`src/rtl/stopwatch_game_pkg.sv`:
```
// Shared types and widths for the stop-at-zero game sequencer.
//   game_state_t : round phases IDLE -> RUN -> JUDGE -> RESULT
//   VAL_X10MS_W  : width of the stopwatch hundredths value
//   SCORE_W      : width of the saturating score
//   ATTEMPTS_W   : width of the saturating attempt counter
package stopwatch_game_pkg;

  typedef enum logic [1:0] {ST_IDLE, ST_RUN, ST_JUDGE, ST_RESULT} game_state_t;

  localparam int VAL_X10MS_W = 7;
  localparam int SCORE_W     = 4;
  localparam int ATTEMPTS_W  = 7;

endpackage

```
`src/rtl/stopwatch_game_ctrl.sv`:
```
// Round sequencer for the stop-at-zero game. Drives the stopwatch run/clear
// inputs from the debounced go/clear pulses, judges each stop against x.00 and
// keeps a saturating score and attempt count.
// Ports:
//   clk_i        clock
//   res_ni       asynchronous reset, active-low
//   btn_go_i     one-cycle pulse: start / stop / next round
//   btn_clr_i    one-cycle pulse: abort round, zero score and attempts
//   val_x10ms_i  stopwatch hundredths value, 0..99
//   sw_en_o      stopwatch run enable
//   sw_clr_o     stopwatch clear, one-cycle pulse
//   win_o/lose_o round outcome, held while showing the result
//   score_o      wins, saturating at SCORE_MAX
//   attempts_o   judged rounds, saturating at 127
// Build option: STOPWATCH_GAME_AUTOCLR_EN adds a timeout that leaves RESULT
// after RESULT_TICKS cycles with a stopwatch clear pulse.
module stopwatch_game_ctrl
  import stopwatch_game_pkg::*;
#(
  parameter int WIN_TOL      = 2,
  parameter int SCORE_MAX    = 9,
  parameter int RESULT_TICKS = 100_000_000
) (
  input  logic                   clk_i,
  input  logic                   res_ni,
  input  logic                   btn_go_i,
  input  logic                   btn_clr_i,
  input  logic [VAL_X10MS_W-1:0] val_x10ms_i,
  output logic                   sw_en_o,
  output logic                   sw_clr_o,
  output logic                   win_o,
  output logic                   lose_o,
  output logic [SCORE_W-1:0]     score_o,
  output logic [ATTEMPTS_W-1:0]  attempts_o
);

  // 8-bit thresholds so 100-WIN_TOL cannot wrap in the value width.
  localparam logic [7:0] LO_THR = 8'(WIN_TOL);
  localparam logic [7:0] HI_THR = 8'(100 - WIN_TOL);

  game_state_t           state_q, state_d;
  logic                  sw_en_d, sw_clr_d, win_d, lose_d;
  logic [SCORE_W-1:0]    score_d;
  logic [ATTEMPTS_W-1:0] att_d;
  logic [7:0]            v8;
  logic                  is_win;
  logic                  auto_exit;

  assign v8 = {1'b0, val_x10ms_i};
  // Out-of-range values (>99) fall outside both windows and count as a loss.
  assign is_win = (v8 <= LO_THR) || ((v8 >= HI_THR) && (v8 <= 8'd99));

`ifdef STOPWATCH_GAME_AUTOCLR_EN
  localparam int CNT_W = (RESULT_TICKS > 1) ? $clog2(RESULT_TICKS + 1) : 1;
  logic [CNT_W-1:0] cnt_q;

  assign auto_exit = (state_q == ST_RESULT) && (cnt_q == CNT_W'(RESULT_TICKS - 1));

  // Counts cycles spent in RESULT; zero on entry and in every other state.
  always_ff @(posedge clk_i or negedge res_ni) begin
    if (!res_ni)                                         cnt_q <= '0;
    else if (state_q == ST_RESULT && state_d == ST_RESULT) cnt_q <= cnt_q + 1'b1;
    else                                                 cnt_q <= '0;
  end
`else
  // Keeps the timeout parameter referenced when the timeout is not built.
  logic unused_ticks;
  assign unused_ticks = |RESULT_TICKS;
  assign auto_exit    = 1'b0;
`endif

  always_comb begin
    state_d  = state_q;
    sw_en_d  = sw_en_o;
    sw_clr_d = 1'b0;
    win_d    = win_o;
    lose_d   = lose_o;
    score_d  = score_o;
    att_d    = attempts_o;
    if (btn_clr_i) begin
      // Clear beats a simultaneous go press.
      state_d  = ST_IDLE;
      sw_en_d  = 1'b0;
      sw_clr_d = 1'b1;
      win_d    = 1'b0;
      lose_d   = 1'b0;
      score_d  = '0;
      att_d    = '0;
    end else begin
      unique case (state_q)
        ST_IDLE: begin
          sw_en_d = 1'b0;
          if (btn_go_i) begin
            state_d = ST_RUN;
            sw_en_d = 1'b1;
          end
        end
        ST_RUN: begin
          if (btn_go_i) begin
            state_d = ST_JUDGE;
            sw_en_d = 1'b0;
          end
        end
        ST_JUDGE: begin
          // Stopwatch has been frozen for a cycle; go presses are ignored here.
          state_d = ST_RESULT;
          win_d   = is_win;
          lose_d  = !is_win;
          if (is_win && (score_o < SCORE_W'(SCORE_MAX))) score_d = score_o + 1'b1;
          if (attempts_o != '1)                          att_d   = attempts_o + 1'b1;
        end
        ST_RESULT: begin
          if (btn_go_i || auto_exit) begin
            state_d  = ST_IDLE;
            sw_clr_d = 1'b1;
            win_d    = 1'b0;
            lose_d   = 1'b0;
          end
        end
        default: state_d = ST_IDLE;
      endcase
    end
  end

  always_ff @(posedge clk_i or negedge res_ni) begin
    if (!res_ni) begin
      state_q    <= ST_IDLE;
      sw_en_o    <= 1'b0;
      sw_clr_o   <= 1'b0;
      win_o      <= 1'b0;
      lose_o     <= 1'b0;
      score_o    <= '0;
      attempts_o <= '0;
    end else begin
      state_q    <= state_d;
      sw_en_o    <= sw_en_d;
      sw_clr_o   <= sw_clr_d;
      win_o      <= win_d;
      lose_o     <= lose_d;
      score_o    <= score_d;
      attempts_o <= att_d;
    end
  end

endmodule

```
`config.mk`:
```
export PLATFORM = sky130hd
export DESIGN_NAME = stopwatch_game_ctrl
export DESIGN_NICKNAME = d
export VERILOG_FILES = /design/src/rtl/stopwatch_game_pkg.sv /design/src/rtl/stopwatch_game_ctrl.sv
export SDC_FILE = /design/constraint.sdc
export NUM_CORES = 1
export LEC_CHECK = 0
export ABC_CLOCK_PERIOD_IN_PS = 4500
export CAP_MARGIN = 20
export CORE_MARGIN = 1.5
export CORE_UTILIZATION = 45
export DETAILED_ROUTE_END_ITERATION = 10
export GPL_ROUTABILITY_DRIVEN = 0
export GPL_TIMING_DRIVEN = 0
export PLACE_DENSITY = 0.76
export SLEW_MARGIN = 25
export SYNTH_ARGS = -nofsm -noshare
export SYNTH_HDL_FRONTEND = slang
export SYNTH_SLANG_ARGS = --single-unit
```
`constraint.sdc`:
```
create_clock -name clk_i -period 4.5 [get_ports clk_i]
set_input_delay 0.9 -clock clk_i [delete_from_list [all_inputs] [get_ports clk_i]]
set_output_delay 0.9 -clock clk_i [all_outputs]
set_load 0.005 [all_outputs]
```
**Word level (Yosys, flattened, before mapping)**

Cells that the tools add are included.

- Add/sub/neg operators: 2
- Magnitude comparators: 4
- Equal/unequal tests: 7
- Muxes and demuxes: 21
- Reductions and logical operators: 15

Operators by type and width:

| operator | number |
|---|---|
| $mux 7 | 3 |
| $mux 4 | 3 |
| $ne 3x3->1 const B | 3 |
| $mux 2 | 4 |
| $pmux 2 s4 | 1 |
| $reduce_and 2->1 | 4 |
| $add 7x1->7 const B | 1 |
| $ge 7x7->1 const B | 1 |
| $le 7x2->1 const B | 1 |
| $le 7x7->1 const B | 1 |
| $mux 1 | 7 |
| $ne 7x7->1 const B | 1 |
| $pmux 1 s2 | 3 |
| $reduce_bool 2->1 | 3 |
| $reduce_bool 3->1 | 2 |
| $add 4x1->4 const B | 1 |
| $eq 2x2->1 const B | 2 |
| $lt 4x4->1 const B | 1 |
| $reduce_and 3->1 | 1 |
| $eq 2x1->1 const B | 1 |
| $logic_and 1x1->1 | 2 |
| $logic_not 2->1 | 1 |
| $logic_not 1->1 | 1 |
| $logic_or 1x1->1 | 1 |

- Register bits after elaboration: 17
- Input port bits: 11
- Output and inout bits: 15
- Word-level logic and storage cells: 56

**Logic depth before layout (Yosys ltp)**

Gate-level depths: netlist of run 1.

- Word-level depth: 7
- Mapped depth: 6
- Gate-level depth less buffers: 6

**Worst setup path before layout of run 1**

OpenSTA, ideal clock, no wires.

- Path kind: input to register
- Start: input port val_x10ms_i[3]
- End: register score_o[2]
- Setup time: 0.120 ns
- Arrival: 1.980 ns
- Required time: 4.380 ns
- Slack: 2.401 ns
- Cell stages on the path: 4
- Buffers on the path: 0
- Cell sequence: or4b_4 -> a221oi_4 -> a21oi_1 -> a31o_1

- Longest elaborated chain between the ends: 6
- Elaborated cells on any way between the ends: 8
- Classes of those cells: order compare (3); reduce/logical (5)

Ends and longest elaborated chain:

| what | line | source |
|---|---|---|
| start: declaration | stopwatch_game_ctrl.sv:28 | `input logic [VAL_X10MS_W-1:0] val_x10ms_i,` |
| $ge 7x7->1 / $le 7x7->1 (equally long branches) | stopwatch_game_ctrl.sv:51 | `assign is_win = (v8 <= LO_THR) \|\| ((v8 >= HI_THR) && (v8 <= 8'd99));` |
| $logic_and 1x1->1 | stopwatch_game_ctrl.sv:51 |  |
| $logic_or 1x1->1 (*) | stopwatch_game_ctrl.sv:51 |  |
| $logic_and 1x1->1 (*) | stopwatch_game_ctrl.sv:109 | `if (is_win && (score_o < SCORE_W'(SCORE_MAX))) score_d = score_o + 1'b1;` |
| $reduce_bool 2->1 (no line) (*) | -- |  |
| $reduce_and 2->1 (no line) (*) | -- |  |
| end signal: assignment | stopwatch_game_ctrl.sv:140 | `score_o <= score_d;` |
| end: declaration | stopwatch_game_ctrl.sv:33 | `output logic [SCORE_W-1:0] score_o,` |

Mark *: on every way between the ends. The rest lies on a longest branch, timed or not.
A chain may end at the register's enable or synchronous reset.

**Worst setup path in the final report of run 1**

Ends and elaborated chain as after synthesis.

==> results of run 1 <==
[worst reg2reg max path, stage by stage (launching register included)]
cell and delay, ns:
dfrtp_1 0.42, inv_1 0.12, ha_1 0.33, or4b_4 0.53
a221oi_4 0.29, a21oi_1 0.12, a31o_1 0.19
[layer usage]
layer	track usage, %	wire length, µm
met5	0	0
met4	8.10	8
met3	3.70	97
met2	27.4	981
met1	23.6	865
[power groups by stage]
stage               clock network [W]  registers, W  logic [W]
finish                      0.0000828      0.000185   0.000140
global route                0.0000908      0.000188   0.000162
CTS                         0.0000853      0.000186   0.000142
detailed placement                  0      0.000189   0.000141
global placement                    0      0.000188   0.000138
floorplan                           0      0.000187  0.0000918
[layout make-up]
type | count | area share, %
Clock inverter | 1 | 0.400
Clock buffer | 3 | 1.80
Buffer | 2 | 0.601
Multi-Input combinational cell | 68 | 38.9
Inverter | 5 | 1.50
Tap cell | 27 | 2.70
Sequential cell | 17 | 34.0
Timing Repair Buffer | 25 | 20.0
[sequential cells by signal, summed over array words and instances, names as in the netlist]
name / count
lose_o: 1
state_q: 2
sw_en_o: 1
attempts_o: 7
sw_clr_o: 1
win_o: 1
score_o: 4
[logic make-up (layout without fill, tap and decap cells)]
logic type,after synthesis,count (layout)
buf+inv,7,36
xor+xnor,4,4
fa+ha+maj,7,7
mux,3,3
simple gates,31,31
compound gates,23,23
flops,17,17
[path summary, 6_finish.rpt]
kind,start,endpoint,slack (ns),depth (start not counted)
worst max-delay path,val_x10ms_i[3],score_o[2]$_DFFE_PN0P_,2.23,5
worst min-delay path,lose_o$_DFFE_PN0P_,lose_o$_DFFE_PN0P_,0.51,1
worst max register to register,state_q[0]$_DFFE_PN0P_,score_o[2]$_DFFE_PN0P_,2.40,6
worst min register to register,lose_o$_DFFE_PN0P_,lose_o$_DFFE_PN0P_,0.51,1
max in group asynchronous,res_ni,win_o$_DFFE_PN0P_,2.98,1
min in group asynchronous,res_ni,attempts_o[3]$_DFFE_PN0P_,1.04,1
[metrics by stage]
step	hold WS, ns	setup WS (ns)	instance area (µm²)	utilization, %
after floorplan	0.488	2.40	938	-
after global placement	0.479	1.94	1220	62.3
after detailed placement	0.491	1.91	1220	62.3
after CTS	0.515	2.23	1250	63.7
after global routing	0.531	2.18	1250	63.7
final	0.505	2.23	1250	63.7
[synth_stat cells]
| master | instances |
|---|---|
| dfrtp_1 | 17 |
| nor2_1 | 16 |
| ha_1 | 7 |
| a21oi_1 | 5 |
| inv_1 | 5 |
| a31oi_1 | 4 |
| nand2_1 | 4 |
| xnor2_1 | 4 |
| mux2i_1 | 3 |
| and4_2 | 2 |
| nand2b_1 | 2 |
| nand3_1 | 2 |
| nor3_1 | 2 |
| o31ai_1 | 2 |
| a211o_1 | 1 |
| a211oi_1 | 1 |
| a21boi_0 | 1 |
| a21o_1 | 1 |
| a221oi_4 | 1 |
| a22o_1 | 1 |
| a31o_1 | 1 |
| a41oi_1 | 1 |
| and4_1 | 1 |
| buf_1 | 1 |
| clkbuf_1 | 1 |
| nor4_1 | 1 |
| o2111ai_1 | 1 |
| o21a_1 | 1 |
| o21ai_0 | 1 |
| o21bai_1 | 1 |
| or4b_4 | 1 |
[cell usage in the layout, fill, tap and decap left out, types with 2 or more instances in the layout]
cell             netlist  routed
clkdlybuf4s50_1        0      25
dfrtp_1               17      17
nor2_1                16      16
ha_1                   7       7
inv_1                  5       5
a21oi_1                5       5
a31oi_1                4       4
xnor2_1                4       4
nand2_1                4       4
mux2i_1                3       3
clkbuf_4               0       3
nand3_1                2       2
and4_2                 2       2
nor3_1                 2       2
o31ai_1                2       2
nand2b_1               2       2
==> flow_summary.ini, run 1 <==
[worst_setup_path]
crit_fanout = 4
startpoint_type = input port
crit_path_end_kind = register
slowest_delay_ns = 0.56
crit_chain = clkdlybuf4s50_1 -> or4b_4 -> a221oi_4 -> a21oi_1 -> a31o_1
cp.required_ns = 4.70
path_buf_inv = 1
critical_path_class = in -> reg
worstPathArrival_ns = 2.46
cp_slowest_cell = or4b_4
cpLargestDelayFamily = compound AO/OA/AOI/OAI gates

[sta]
max_slew_margin_pct = 49.2
worstMarginPinSlew_ns = 0.760
finalSetupViolCount = 0
maxSlewViolCount = 0
max_freq_ghz = 0.441
layout_min_cycle_time_ns = 2.27
fin_crit_sh_pct = 50.4
skew_ns = 0.00859
rsz0062_at_grt = false
fin_setup_tns_ns = 0
hold_viol_final = 0

[synth]
synthSimpleGateAreaFrac_pct = 16.7
synth_compound_area_share_pct = 18.9
synthXorXnorAreaFrac_pct = 3.73
yosys.area.top_type = dfrtp_1
seq_area_frac_synth_pct = 45.3
synth-adder-area-share_pct = 9.33
syn_inst = 92
synthTopCellsByArea = dfrtp_1, ha_1, nor2_1
synth.avg_cell_area_um2 = 10.2
yosysWarnings = 0
ys_types = 31
ys_ff_latch = 17
muxShareOfSynthArea_pct = 3.20
synth_nets = 110
yosys.area.top_type_share_pct = 45.3
synth_top_family_by_area = compound AO/OA/AOI/OAI gates
synthesis.area_um2 = 938

[clock_network]
cts_buffers = 3
cts.path.max_buffers = 2
cts-htree-levels = 1
holdBufCountCts = 0
cts_root_buffer = clkbuf_4
cts_resized = 0
cts_num_sinks = 17
post-cts-setup-buffer-count = 0
cts_tree = yes
path_clk_slew_ns = 0.11
clock_latency_ns = 0.29

[die]
core_area_mm2 = 0.00196
rows = 16
start_util_pct = 47.8
die_x_um = 48.7
die_y_um = 48.7
num_io_pins = 26
dieArea_mm2 = 0.00237

[global_routing]
grt_usage_pct = 17.6
grt_pass1_wl_um = 3290
grt_pass1_vias = 712
grt_max_degree = 18
antenna_found_initial = 0
grt_overflow = 0

[power]
clkPwrFrac_pct = 20.3
power_w = 0.000408
p_int_w = 0.000274
switching_power_w = 0.000134
leakagePower_nw = 0.526
combPwrFrac_pct = 34.3
seq_power_share_pct = 45.4
p_per_area_mw_per_mm2 = 326
switching_share_pct = 32.9
peakVddDrop_mv = 0.223

[place]
post-dp-hpwl_um = 1510
portBuffers = 25
dp.cells = 144

[drt]
drtIter0Drc = 18
wirelength_um = 1950
drt-pass1-iter-count = 4
post_drt_wl_per_cell_um = 13.2
drc = 0
vias = 790
detail_route.vias_per_cell = 5.34
ant_nets = 0

[cells_and_area]
drive_gt1_share_pct = 6.61
syn2layout_area_growth_pct = 33.2
n_fill_cell = 178
multi_input_area_um2 = 487
layout.cells.non_filler = 148
antennaDiodeCount = 0
nNetsFinal = 140
regArea_um2 = 425

[min_path]
min_path_type = reg -> reg

[run]
max-cap-violations = 0

[run_status]
status = finished, final reports clean
No activity file was read; power rests on OpenSTA's default activity.
==> inputs of run 2 (changes only) <==
- ABC_CLOCK_PERIOD_IN_PS: 4500 -> 2000
- CORE_UTILIZATION: 45 -> 42
- PLACE_DENSITY: 0.76 -> 0.74
- clock period: 4.5 -> 2 ns (I/O delays scaled with it)
==> flow_summary.ini, run 2 (synthesis results as in run 1) <==
[run_status]
status = finished, final reports clean

[die]
start_util_pct = 46.0
dieArea_mm2 = 0.00253
die_y_um = 50.3
num_io_pins = 26
core_area_mm2 = 0.00204
rows = 16
die_x_um = 50.3

[clock_network]
cts_buffers = 3
cts.path.max_buffers = 2
holdBufCountCts = 0
cts_root_buffer = clkbuf_4
cts_num_sinks = 17
path_clk_slew_ns = 0.10
cts_tree = yes
cts-htree-levels = 1
clock_latency_ns = 0.28

[drt]
detail_route.vias_per_cell = 5.32
vias = 793
wirelength_um = 1970
ant_nets = 0
post_drt_wl_per_cell_um = 13.2
drt-pass1-iter-count = 4
drtIter0Drc = 10
drc = 0

[cells_and_area]
final_cell_mix = clkdlybuf4s50_1, dfrtp_1, nor2_1
regArea_um2 = 425
drive_gt1_share_pct = 8.20
nNetsFinal = 141
largestRegisters = attempts_o: 7 flops, score_o: 4 flops, state_q: 2 flops
syn2layout_area_growth_pct = 35.2
largest_reg_flops = 7
antennaDiodeCount = 0
largest-register = attempts_o
multi_input_area_um2 = 499
final_common_cell = clkdlybuf4s50_1
n_fill_cell = 183

[sta]
hold_viol_final = 0
layout_min_cycle_time_ns = 1.88
whs_ns = 0.517
worstMarginPinSlew_ns = 0.785
fin_setup_tns_ns = 0
fin_crit_sh_pct = 94.0
finalSetupViolCount = 0
skew_ns = 0.00249
maxSlewViolCount = 0
rsz0062_at_grt = false
max_slew_margin_pct = 47.5
max_freq_ghz = 0.532

[min_path]
min_path_type = reg -> reg

[worst_setup_path]
critical_path_class = reg -> reg
slowest_delay_ns = 0.50
cp_slowest_cell = or4b_4
crit_path_end_kind = register
cpLargestDelayFamily = compound AO/OA/AOI/OAI gates
startpoint_type = register
crit_fanout = 8
cp.required_ns = 2.18
path_buf_inv = 1
worstPathArrival_ns = 2.06
crit_chain = inv_2 -> ha_4 -> or4b_4 -> a221oi_4 -> a21oi_1 -> a31o_1

[run]
max-cap-violations = 0

[power]
peakVddDrop_mv = 0.584
leakagePower_nw = 0.528
p_per_area_mw_per_mm2 = 757
power_w = 0.000961

[global_routing]
grt_pass1_wl_um = 3470
antenna_found_initial = 0
grt_pass1_vias = 797
grt_overflow = 0
grt_usage_pct = 18.1
grt_max_degree = 18

[place]
post-dp-hpwl_um = 1440
portBuffers = 25
==> run 2: cell types whose count changed in the layout (fill, tap and decap cells not counted) <==
cell | before | now
buf_4 | 0 | 1
inv_1 | 5 | 4
clkinv_2 | 1 | 0
inv_2 | 0 | 1
ha_4 | 0 | 1
ha_1 | 7 | 6
clkbuf_1 | 1 | 2
==> run 2: path summary, 6_finish.rpt <==
kind | startpoint | to | slack [ns] | cells past startpoint
max reg2reg | state_q[0]$_DFFE_PN0P_ | score_o[2]$_DFFE_PN0P_ | 0.12 | 6
max | state_q[0]$_DFFE_PN0P_ | score_o[2]$_DFFE_PN0P_ | 0.12 | 6
min in group asynchronous | res_ni | attempts_o[1]$_DFFE_PN0P_ | 0.56 | 1
max in group asynchronous | res_ni | score_o[2]$_DFFE_PN0P_ | 0.95 | 1
min reg2reg | lose_o$_DFFE_PN0P_ | lose_o$_DFFE_PN0P_ | 0.52 | 1
min | lose_o$_DFFE_PN0P_ | lose_o$_DFFE_PN0P_ | 0.52 | 1
==> run 2: area by class of cell <==
cell class	instances	area share, %
flip-flops and latches	17	33.5
well taps	27	2.66
repair buffers	26	20.3
clock buffers	4	2.07
plain buffers	2	0.592
inverters	5	1.48
multi-input cells	68	39.3
==> run 2: per-layer routing <==
layer	track usage [%]	wire (µm)
met1	22.7	902
met5	0	0
met4	5.56	25
met2	30.9	944
met3	3.87	96
==> run 2: what timing repair did <==
item | in CTS | in global routing
hold endpoints to repair | 0 | 0
setup buffers | 0 | 1
pin swaps | 0 | 0
gates resized for setup | 2 | 1
endpoints found under the setup margin | 5 | 5
==> run 2: through the flow <==
stage	area, µm²	std cells	setup slack (ns)	util (%)
after floorplan	938	92	0.112	-
after global placement	1220	144	-0.0643	59.9
after detailed placement	1220	144	-0.0917	59.9
after CTS	1260	148	0.0282	61.8
after global routing	1270	149	0.0295	62.1
final	1270	149	0.120	62.1
==> run 2: report_power, final <==
part / leakage, nW / total, W / switching (W) / internal (W)
clock: 0.0150 / 0.000184 / 0.000107 / 0.0000774
combinational: 0.281 / 0.000358 / 0.000176 / 0.000181
sequential: 0.232 / 0.000419 / 0.0000365 / 0.000383
total: 0.528 / 0.000961 / 0.000319 / 0.000642
==> inputs of run 3 (changes only) <==
- CORE_MARGIN: 1.5 -> 4
- REMOVE_ABC_BUFFERS: unset -> 1
==> flow_summary.ini, run 3 (synthesis results as in run 1) <==
[place]
post-dp-hpwl_um = 1430
portBuffers = 25

[global_routing]
antenna_found_initial = 0
grt_usage_pct = 14.6
grt_overflow = 0
grt_max_degree = 23
grt_pass1_vias = 867
grt_pass1_wl_um = 3710

[cells_and_area]
final_cell_mix = clkdlybuf4s50_1, dfrtp_1, nor2_1
final_common_cell = clkdlybuf4s50_1
nNetsFinal = 142
fin_util_pct = 63.2
antennaDiodeCount = 0
drive_gt1_share_pct = 11.4
largest-register = attempts_o
n_fill_cell = 184
syn2layout_area_growth_pct = 37.5
largestRegisters = attempts_o: 7 flops, score_o: 4 flops, state_q: 2 flops
largest_reg_flops = 7

[sta]
max_slew_margin_pct = 49.1
maxSlewViolCount = 0
worstMarginPinSlew_ns = 0.762
layout_min_cycle_time_ns = 1.91
fin_crit_sh_pct = 95.6
finalSetupViolCount = 0
skew_ns = 0.00448
whs_ns = 0.507
rsz0062_at_grt = true
max_freq_ghz = 0.523
hold_viol_final = 0

[clock_network]
path_clk_slew_ns = 0.10
cts_root_buffer = clkbuf_4
cts.path.max_buffers = 2
cts_num_sinks = 17
holdBufCountCts = 0
cts-htree-levels = 1
cts_tree = yes
clock_latency_ns = 0.29
cts_buffers = 3

[die]
rows = 16
start_util_pct = 46.0
die_y_um = 55.3
dieArea_mm2 = 0.00305
core_area_mm2 = 0.00204
die_x_um = 55.3
num_io_pins = 26

[power]
p_per_area_mw_per_mm2 = 769
peakVddDrop_mv = 0.556
leakagePower_nw = 0.551

[drt]
post_drt_wl_per_cell_um = 13.2
vias = 787
drtIter0Drc = 11
wirelength_um = 1990
detail_route.vias_per_cell = 5.25
drc = 0
ant_nets = 0
drt-pass1-iter-count = 2

[worst_setup_path]
slowest_delay_ns = 0.50
crit_chain = inv_2 -> ha_4 -> or4b_4 -> a221oi_4 -> mux2i_1 -> nor2_1
r2r_cells = 6
crit_fanout = 7
r2r_slack_ns = 0.09
crit_path_end_kind = register
critical_path.startpoint = state_q[0]$_DFFE_PN0P_
worstPathArrival_ns = 2.06
rr_endpoint = score_o[1]$_DFFE_PN0P_
cp.required_ns = 2.15
startpoint_type = register
cp_slowest_cell = or4b_4
critical_path_class = reg -> reg
worstReg2RegStart = state_q[0]$_DFFE_PN0P_

[min_path]
min_path_type = reg -> reg
min_from = lose_o$_DFFE_PN0P_
min_to = lose_o$_DFFE_PN0P_
hold_depth = 1

[run]
max-cap-violations = 0

[run_status]
status = finished, final reports clean
-- run 3: where the power goes --
part           switching [W]  total, W  leakage, nW  internal, W
clock               0.000108  0.000185       0.0150    0.0000775
sequential         0.0000395  0.000422        0.232     0.000383
combinational       0.000178  0.000385        0.303     0.000207
-- run 3: worst max-delay path by stage --
stage,end,cells after the start
final,score_o[1]$_DFFE_PN0P_,6
after global routing,score_o[1]$_DFFE_PN0P_,6
after CTS,score_o[1]$_DFFE_PN0P_,6
after detailed placement,attempts_o[3]$_DFFE_PN0P_,5
after global placement,attempts_o[3]$_DFFE_PN0P_,5
after floorplan,score_o[2]$_DFFE_PN0P_,6
-- run 3: per-stage QoR --
| stage | setup WS [ns] | instances | instance area, µm² | setup TNS [ns] | power, W |
|---|---|---|---|---|---|
| 5_1_grt | -0.0580 | 150 | 1290 | -0.0599 | 0.00107 |
| 6_report | 0.0872 | 150 | 1290 | 0 | 0.000992 |
| 2_1_floorplan | 0.112 | 90 | 931 | 0 | 0.000623 |
| 3_3_place_gp | -0.158 | 142 | 1210 | -0.522 | 0.000732 |
| 3_5_place_dp | -0.170 | 142 | 1210 | -0.749 | 0.000750 |
| 4_1_cts | 0.0514 | 146 | 1260 | 0 | 0.000959 |
-- run 3: cell type report --
cell class,instances,area [µm²],share of cell area [%]
clock buffer,4,26.3,2.04
inverter,5,18.8,1.45
multi-input combinational,68,503,39.0
sequential,17,425,33.0
tap,27,33.8,2.62
timing repair buffer,29,283,21.9
-- run 3: routing by layer --
layer,vias to the layer above,wire [µm],global-route usage (%)
li1,395,-,-
met3,2,100,3.26
met5,-,0,0
met1,371,922,16.8
met4,0,13,6.60
met2,19,949,25.7
-- run 3: worst max-delay path, delay by kind of cell, from the launching register on --
| family | cells | cell delay, ns |
|---|---|---|
| multiplexers | 1 | 0.22 |
| adder cells (fa/ha/maj) | 1 | 0.18 |
| AO/OA/AOI/OAI | 1 | 0.29 |
| buffers and inverters | 1 | 0.11 |
| AND/OR/NAND/NOR | 2 | 0.55 |
| flip-flops | 1 | 0.42 |
-- run 3: timing repair --
item,4_1_cts,5_1_grt
gates resized for setup,4,1
pin swaps,0,0
endpoints found under the setup margin,5,4
buffers inserted,0,4
